File: config.mk
export PLATFORM = sky130hd
export DESIGN_NAME = imem_line_buffer
export DESIGN_NICKNAME = d
export VERILOG_FILES = /design/src/rtl/rv32i_types.sv /design/src/rtl/imem_line_buffer.sv
export SDC_FILE = /design/constraint.sdc
export NUM_CORES = 1
export LEC_CHECK = 0
export CORE_MARGIN = 2
export CORE_UTILIZATION = 55
export CTS_BUF_LIST = sky130_fd_sc_hd__clkbuf_16
export DETAILED_ROUTE_END_ITERATION = 6
export PLACE_DENSITY = 0.85
export SYNTH_ARGS = -nofsm -noshare
export SYNTH_HDL_FRONTEND = slang
export SYNTH_SLANG_ARGS = --single-unit
File: constraint.sdc
create_clock -name clk -period 7.65 [get_ports clk]
set_clock_uncertainty 0.05 [all_clocks]
set_input_delay 1.1475 -clock clk [delete_from_list [all_inputs] [get_ports clk]]
set_output_delay 1.1475 -clock clk [all_outputs]
set_load 0.01 [all_outputs]
File: src/rtl/rv32i_types.sv
// Shared types and constants for the instruction-side line buffer.
//   imem_buf_state_t : controller states of imem_line_buffer
//   LINE_BYTES       : bytes held per line
//   BEAT_BITS        : width of one memory fill beat
//   line_word()      : extracts 32-bit word w from a little-endian line
package rv32i_types;

   localparam int LINE_BYTES = 32;
   localparam int BEAT_BITS  = 64;
   localparam int LINE_BITS  = LINE_BYTES * 8;
   localparam int TAG_BITS   = 27;

   typedef enum logic [1:0] {
      IDLE = 2'd0,
      REQ  = 2'd1,
      FILL = 2'd2,
      RESP = 2'd3
   } imem_buf_state_t;

   // Word w sits at bits [32w+31:32w]; even words are the low half of a beat.
   function automatic logic [31:0] line_word(input logic [LINE_BITS-1:0] line,
                                             input logic [2:0]           w);
      return line[{w, 5'd0} +: 32];
   endfunction

endpackage

File: src/rtl/imem_line_buffer.sv
// Single-line instruction fetch buffer. Holds one 32-byte line with its tag;
// hits answer on the next cycle, misses fetch the whole line from backing
// memory in BEATS 64-bit beats and then answer.
//   clk, rst_n            : clock, asynchronous active-low reset
//   imem_addr/imem_rmask  : fetch request (rmask != 0 means request)
//   imem_rdata/imem_resp  : registered instruction word and its one-cycle strobe
//   inval                 : drop the held line
//   bmem_addr/bmem_read   : line fill request, held until bmem_ready
//   bmem_rdata/bmem_rvalid: fill beats, in order, lowest bytes first
module imem_line_buffer
   import rv32i_types::*;
#(
   parameter int BEATS = 4
) (
   input  logic        clk,
   input  logic        rst_n,
   input  logic [31:0] imem_addr,
   input  logic [3:0]  imem_rmask,
   output logic [31:0] imem_rdata,
   output logic        imem_resp,
   input  logic        inval,
   output logic [31:0] bmem_addr,
   output logic        bmem_read,
   input  logic        bmem_ready,
   input  logic [63:0] bmem_rdata,
   input  logic        bmem_rvalid
);

   localparam logic [1:0] LAST_BEAT = 2'(BEATS - 1);

   imem_buf_state_t      state_r;
   imem_buf_state_t      state_s;
   logic [LINE_BITS-1:0] line_r;
   logic [TAG_BITS-1:0]  tag_r;
   logic [TAG_BITS-1:0]  req_tag_r;
   logic [2:0]           req_word_r;
   logic                 valid_r;
   logic                 inval_pend_r;
   logic [1:0]           beat_cnt_r;
   logic                 resp_r;
   logic [31:0]          rdata_r;
   logic                 read_r;
   logic [31:0]          baddr_r;
   logic                 req_s;
   logic                 hit_s;
   logic                 miss_s;
   logic                 last_beat_s;
   logic                 unused_s;

   assign imem_resp  = resp_r;
   assign imem_rdata = rdata_r;
   assign bmem_read  = read_r;
   assign bmem_addr  = baddr_r;

   // Byte offset within the word is irrelevant for word fetches.
   assign unused_s = ^imem_addr[1:0];

   // Request classification; a concurrent inval turns a would-be hit into a miss.
   always_comb begin
      req_s       = (imem_rmask != 4'd0);
      hit_s       = req_s && valid_r && !inval && (tag_r == imem_addr[31:5]);
      miss_s      = req_s && !hit_s;
      last_beat_s = bmem_rvalid && (beat_cnt_r == LAST_BEAT);
   end

   // Next-state logic of the fill controller.
   always_comb begin
      state_s = state_r;
      case (state_r)
         IDLE: begin
            if (miss_s) state_s = REQ;
            else        state_s = IDLE;
         end
         REQ: begin
            if (bmem_ready) state_s = FILL;
            else            state_s = REQ;
         end
         FILL: begin
            if (last_beat_s) state_s = RESP;
            else             state_s = FILL;
         end
         RESP:    state_s = IDLE;
         default: state_s = IDLE;
      endcase
   end

   // State register.
   always_ff @(posedge clk or negedge rst_n) begin
      if (!rst_n) state_r <= IDLE;
      else        state_r <= state_s;
   end

   // Line storage, request latch and registered outputs.
   always_ff @(posedge clk or negedge rst_n) begin
      if (!rst_n) begin
         line_r       <= '0;
         tag_r        <= '0;
         req_tag_r    <= '0;
         req_word_r   <= 3'd0;
         valid_r      <= 1'b0;
         inval_pend_r <= 1'b0;
         beat_cnt_r   <= 2'd0;
         resp_r       <= 1'b0;
         rdata_r      <= 32'd0;
         read_r       <= 1'b0;
         baddr_r      <= 32'd0;
      end else begin
         resp_r <= 1'b0;
         case (state_r)
            IDLE: begin
               if (hit_s) begin
                  resp_r  <= 1'b1;
                  rdata_r <= line_word(line_r, imem_addr[4:2]);
               end else if (miss_s) begin
                  // The line is about to be overwritten, so it stops being valid now.
                  req_tag_r    <= imem_addr[31:5];
                  req_word_r   <= imem_addr[4:2];
                  read_r       <= 1'b1;
                  baddr_r      <= {imem_addr[31:5], 5'd0};
                  valid_r      <= 1'b0;
                  inval_pend_r <= 1'b0;
                  beat_cnt_r   <= 2'd0;
               end else if (inval) begin
                  valid_r <= 1'b0;
               end
            end
            REQ: begin
               if (bmem_ready) read_r <= 1'b0;
               if (inval) inval_pend_r <= 1'b1;
            end
            FILL: begin
               if (inval) inval_pend_r <= 1'b1;
               if (bmem_rvalid) begin
                  line_r[{beat_cnt_r, 6'd0} +: BEAT_BITS] <= bmem_rdata;
                  if (last_beat_s) begin
                     beat_cnt_r <= 2'd0;
                     tag_r      <= req_tag_r;
                     // An invalidate seen during the fill leaves the new line unusable.
                     valid_r    <= !(inval_pend_r || inval);
                  end else begin
                     beat_cnt_r <= beat_cnt_r + 2'd1;
                  end
               end
            end
            RESP: begin
               resp_r  <= 1'b1;
               rdata_r <= line_word(line_r, req_word_r);
               if (inval) valid_r <= 1'b0;
            end
            default: begin
               resp_r <= 1'b0;
            end
         endcase
      end
   end

endmodule

==> results.sh <==
export IMPL_status="complete, no violations"
export IMPL_p_leak_nw=8.64
export IMPL_internal_power_w=0.00425
export IMPL_end_kind="flop"
export IMPL_report_final_slew_viol_count=0
export IMPL_hpwl_um=20500
export IMPL_cp_slowest_cell="buf_4"
export IMPL_ys_seq_area_share_pct=57.5
export IMPL_drt_pass1_iter_count=5
export IMPL_whs_ps=447
export IMPL_avgSynthCellArea_um2=15.6
export IMPL_antenna_found_initial=3
export IMPL_fmax_mhz=260
export IMPL_cts_tree="yes"
export IMPL_synth_seq_cells=353
export IMPL_start_util_pct=55.6
export IMPL_clk_pin_slew_ps=60
export IMPL_hold_viol_final=0
export IMPL_required_ps=7990
export IMPL_drc=0
export IMPL_critPathKind="in -> reg"
export IMPL_pin_count=171
export IMPL_synth_async_reset_ratio_pct=100
export IMPL_netlist_area_mm2=0.0154
export IMPL_cts_setup_buffers=0
export IMPL_rows=61
export IMPL_power_density_mw_per_mm2=319
export IMPL_via_count=9708
export IMPL_dieArea_mm2=0.0293
export IMPL_drtIter0Drc=862
export IMPL_crit_top_cell="buf_4"
export IMPL_htreeDepth=2
export IMPL_clockRootBuffer="clkbuf_16"
export IMPL_portBuffers=163
export IMPL_peakVddDrop_mv=0.235
export IMPL_cp_top_family="buffers and inverters"
export IMPL_die_h_um=171
export IMPL_switchingPower_w=0.00164
export IMPL_min_period_ps=3850
export IMPL_drive_above_1_share_pct=18.4
export IMPL_nets=1236
export IMPL_die_w_um=171
export IMPL_gp_congestion=0.779
export IMPL_setup_viol=0
export IMPL_grt_pass1_vias=10600
export IMPL_comb_power_share_pct=27.2
export IMPL_pwr_share_clk_pct=29.7
export IMPL_path_cells="clkdlybuf4s50_1 -> mux2i_4 -> buf_4 -> buf_4 -> mux4_1 -> mux2_2 -> mux2_4"
export IMPL_syn_instance_count=986
export IMPL_fin_setup_tns_ps=0
export IMPL_synth_ff_type="dfrtp_1"
export IMPL_setup_ws_ps=3800
export IMPL_cts_hold_buf=0
export IMPL_grt_start_max_net_pins=147
export IMPL_cts_made_buffers=38
export IMPL_tightestPinTransition_ps=1040
export IMPL_routed_via_density=6.36
export IMPL_grt_pass1_wl_um=58400
export IMPL_hold_class="reg -> reg"
export IMPL_synth_edf_count=0
export IMPL_slew_headroom_pct=30.7
export IMPL_antenna_left=0
export IMPL_overflow=0
export IMPL_clk_latency_ps=510
export IMPL_synthToLayoutAreaGrowth_pct=20.3
export IMPL_routed_wl_um=36000
export IMPL_arrival_ps=4190
export IMPL_core_region_area_mm2=0.0276
export IMPL_path_max_fanout=36
export IMPL_cts_buffer_depth=3
export IMPL_place_ws_ps=3330
export IMPL_pwr_share_seq_pct=43.1
export IMPL_yosysUniqueCellTypes=38
export IMPL_rsz0062_at_grt="false"
export IMPL_clkSinkCount=353
export IMPL_post_cts_resized=0
export IMPL_p_sw_share_pct=27.8
export IMPL_wl_per_cell_um=23.6
export IMPL_crit_buf_inv=3
export IMPL_maxCapViolations=0
export IMPL_period_share_pct=50.3
export IMPL_yosysWarnings=0
export IMPL_startpoint_type="primary input"
export IMPL_grt_usage_pct=25.5
export IMPL_critical_path_max_stage_delay_ps=660
-- final timing paths --
check	from	to	slack, ps	cells after the start
min	line_r[243]$_DFFE_PN0P_	line_r[243]$_DFFE_PN0P_	450	1
min reg2reg	line_r[243]$_DFFE_PN0P_	line_r[243]$_DFFE_PN0P_	450	1
min in group asynchronous	rst_n	line_r[233]$_DFFE_PN0P_	700	1
max in group asynchronous	rst_n	line_r[158]$_DFFE_PN0P_	5270	2
max reg2reg	state_r[0]$_DFF_PN0_	imem_rdata[6]$_DFFE_PN0P_	3830	7
max	imem_addr[2]	imem_rdata[6]$_DFFE_PN0P_	3800	7
-- state kept, by name, summed over array words and instances, names as in the netlist, named ones only --
name,count
inval_pend_r,1
beat_cnt_r,2
req_word_r,3
state_r,1
bmem_read,1
imem_rdata,32
tag_r,27
line_r,256
valid_r,1
imem_resp,1
req_tag_r,27
-- kinds of logic after synthesis --
group / Yosys count / synth area share [%]
xor+xnor: 27 / 1.54
fa+ha+maj: 10 / 0.815
other cells: 1 / 0.0244
simple gates: 33 / 1.25
flops: 353 / 57.5
buf+inv: 97 / 3.08
compound gates: 276 / 15.4
mux: 189 / 20.3
-- metal layers --
layer	track usage, %	wire length, um	up-vias
li1	-	-	4163
met1	34.3	15000	5131
met2	42.1	17700	347
met3	6.15	2650	63
met4	6.34	621	4
met5	0	30	-
-- power groups by stage --
stage          combinational, W  sequential [W]  clock (W)
2_1_floorplan          0.000996         0.00254          0
3_3_place_gp            0.00156         0.00253          0
3_5_place_dp            0.00161         0.00256          0
4_1_cts                 0.00162         0.00254    0.00178
5_1_grt                 0.00172         0.00258    0.00186
6_report                0.00160         0.00254    0.00175
-- Yosys cell counts, drive strengths merged, types with 4 or more instances --
master / n / area (um^2)
a22o: 257 / 2250
o21ai: 6 / 33.8
mux4: 64 / 1650
clkbuf: 67 / 251
nand4: 6 / 37.5
buf: 22 / 191
a21oi: 6 / 30.0
ha: 10 / 125
nor4: 4 / 31.3
inv: 8 / 30.0
nand3: 8 / 40.0
mux2: 122 / 1440
dfrtp: 353 / 8830
nand2: 5 / 18.8
xnor2: 27 / 236
-- worst reg2reg max path: cells and delay by family (launching register included) --
family	cells	cell delay, ps
adder cells (fa/ha/maj)	1	490
buffers and inverters	2	1190
flip-flops	1	430
multiplexers	4	1550
-- final cells by class --
type / instances / area, um^2
well taps: 378 / 473
diodes: 2 / 5.00
fillers: 1897 / 9150
repair buffers: 180 / 1780
multi-input cells: 540 / 6190
inverters: 8 / 30.0
clock buffers: 41 / 1030
clock inverters: 24 / 153
flip-flops and latches: 353 / 8830
-- layout by cell type (no fill, tap or decap), types with 3 or more instances in the layout --
master / n
nor4b_2: 3
nand2_1: 5
buf_4: 16
mux2_4: 17
mux2_2: 104
mux4_2: 8
a21oi_1: 6
nand4_1: 6
ha_1: 10
dfrtp_1: 353
nor4_1: 3
nand3_1: 4
mux2i_4: 3
clkdlybuf4s50_1: 162
conb_1: 5
a22o_1: 257
mux4_1: 56
inv_1: 16
clkbuf_16: 41
clkinv_1: 6
nand3_4: 4
o21ai_0: 5
xnor2_1: 27
clkinv_2: 8
-- metrics by stage --
stage / instances / utilization [%] / total power, W / instance area, um^2
after floorplan: 990 / - / 0.00353 / 15400
after global placement: 1459 / 62.6 / 0.00409 / 17300
after detailed placement: 1459 / 62.6 / 0.00416 / 17300
after CTS: 1524 / 66.9 / 0.00593 / 18500
after global routing: 1524 / 66.9 / 0.00617 / 18500
final: 1526 / 66.9 / 0.00589 / 18500
Power figures use the tool's default switching activity.
==> variant (config.mk and constraints unchanged) <==
Reset style: synchronous (`rst_n`), changed in 2 clocked blocks. Comments in the files are not updated.
--- a/src/rtl/imem_line_buffer.sv
+++ b/src/rtl/imem_line_buffer.sv
@@ -85,13 +85,13 @@
    end
 
    // State register.
-   always_ff @(posedge clk or negedge rst_n) begin
+   always_ff @(posedge clk) begin
       if (!rst_n) state_r <= IDLE;
       else        state_r <= state_s;
    end
 
    // Line storage, request latch and registered outputs.
-   always_ff @(posedge clk or negedge rst_n) begin
+   always_ff @(posedge clk) begin
       if (!rst_n) begin
          line_r       <= '0;
          tag_r        <= '0;
Behaviour: differs if rst_n is asserted again (counterexample within 4 cycles, from zero or initial values and one cycle with rst_n low); with rst_n held inactive, the same outputs for 4 cycles.
==> variant against the unedited design <==
Synthesized cell count is 48% higher; sequential share of layout area fell by 6.7 points; cell area decreased by 6.9%; die area fell by 5.2%; first-iteration DRC count grew 85%; worst setup slack got worse by 0.26 ns; sequential cell count is the same; routed wire length up 9.8%; area after synthesis decreased by 5.3%; critical path type unchanged; largest cell class unchanged.
Power is not compared: it rests on default switching activity, and its combinational part moved more than twofold at a synthesized area within 25%.
==> variant: results (changes against the unedited design) <==
* Num CTS Buffers at 36 (-5.3%)
* Layout cells sized above 1 at 9.37% (-9.0 points)
* Initial antenna violation count at 2 (-1)
* Placed cells at 1833 (+26%)
* Detailed Route Iter0 Violations at 1597 (+85%)
* Top post-synthesis cells by area: dfxtp_1 (49%), a22oi_1 (13%), mux4_2 (9.9%)
* Met2 Use GR at 45.6% (+3.5 points)
* Main synth FF type: dfxtp_1
* Clk buf depth at 3 (unchanged)
* Register area share after synthesis at 48.6% (-8.9 points)
* Status: complete, no violations
* Largest net degree at the start of global routing at 204 (+39%)
* First-pass GRT wire length at 62800 um (+7.6%)
* Gp weighted congestion at 0.805 (+3.4%)
* Slew @ Worst Pin at 1.21 ns (+0.170 ns)
* Worst EP arrival at 4.49 ns (+0.30 ns)
* Detailed-route DRC error count at 0 (unchanged)
* Post-Syn Area per Cell at 9.97 um2 (-36%)
* Fillers at 1941 (+2.3%)
* GRT Util Overall at 27.5% (+2.0 points)
* Synth cell count leaders: dfxtp_1 (353), nor2_1 (262), a22oi_1 (256), clkbuf_1 (93), mux4_2 (64)
* Non-Filler Instances at 1896 (+24%)
* Crit-path max cell delay at 1.04 ns (+0.38 ns)
* Global Route met3 Usage at 5.25% (-0.90 points)
* WL/cell at 20.9 um (-12%)
* Met1 GRT Util at 35.4% (+1.1 points)
* Vias in the first global route at 12149 (+14%)
* Via density at 6.46 (+1.5%)
variant: changes by cell type after synthesis, sizes merged, moves of 63 or more:
cell / change
dfxtp: +353
dfrtp: -353
nor2: +260
mux2: -122
o21ai: +63
a22oi: +255
a22o: -257
variant: cells by family (layout without fill, tap and decap cells):
kind of cell             count (synthesis)  in the layout  share of synthesized area [%]
multiplexers                           101            101                           12.5
XOR/XNOR                                27             27                           1.63
flip-flops                             353            353                           48.6
adder cells (fa/ha/maj)                 10             10                          0.861
AO/OA/AOI/OAI                          425            425                           20.3
AND/OR/NAND/NOR                        383            383                           10.8
other                                    1              8                         0.0258
buffers and inverters                  159            254                           5.22
variant: final cells by class:
type	instances	area [um2]	share of cell area (%)
diodes	3	7.51	0.0436
well taps	335	419	2.44
clock buffers	37	926	5.38
multi-input cells	951	6810	39.6
clock inverters	23	144	0.836
repair buffers	184	1780	10.4
inverters	10	45.0	0.262
flip-flops and latches	353	7070	41.1
variant: per-layer routing:
layer | part of all wire (%) | wire [um]
met5 | 0 | 0
met4 | 3.6 | 1440
met3 | 10 | 3960
met2 | 47 | 18600
met1 | 39 | 15600
variant: worst paths after layout:
| check | end | slack (ns) | from | cells past startpoint |
|---|---|---|---|---|
| setup / recovery | line_r[116]$_SDFFE_PN0P_ | 3.55 | bmem_rvalid | 7 |
| hold / removal | tag_r[2]$_SDFFE_PN0P_ | 0.41 | req_tag_r[2]$_SDFFE_PN0P_ | 2 |
| setup reg to reg | line_r[116]$_SDFFE_PN0P_ | 3.98 | state_r[0]$_SDFF_PN0_ | 8 |
| hold reg to reg | tag_r[2]$_SDFFE_PN0P_ | 0.41 | req_tag_r[2]$_SDFFE_PN0P_ | 2 |
variant: worst min-delay path: cells and delay by family (launching register included):
kind	cells	cell delay (ns)
AO/OA/AOI/OAI	1	0.05
flip-flops	1	0.32
AND/OR/NAND/NOR	1	0.06
variant: power by group:
| part | internal, uW | switching (uW) | leakage, uW | total, uW |
|---|---|---|---|---|
| clock | 935 | 706 | 0.000568 | 1640 |
| combinational | 118 | 145 | 0.00270 | 263 |
| sequential | 1860 | 14.5 | 0.00285 | 1870 |
variant: stage by stage:
stage                     area (um2)  utilization [%]  power [uW]  hold WS [ns]  setup WS (ns)
after CTS                      17200             66.2        3780         0.419           3.64
after detailed placement       16100             62.1        2170         0.410           3.19
after floorplan                14600                -        2040         0.398           4.98
after global routing           17200             66.2        3890         0.437           3.46
final                          17200             66.2        3780         0.414           3.55
after global placement         16100             62.1        2170         0.400           3.26
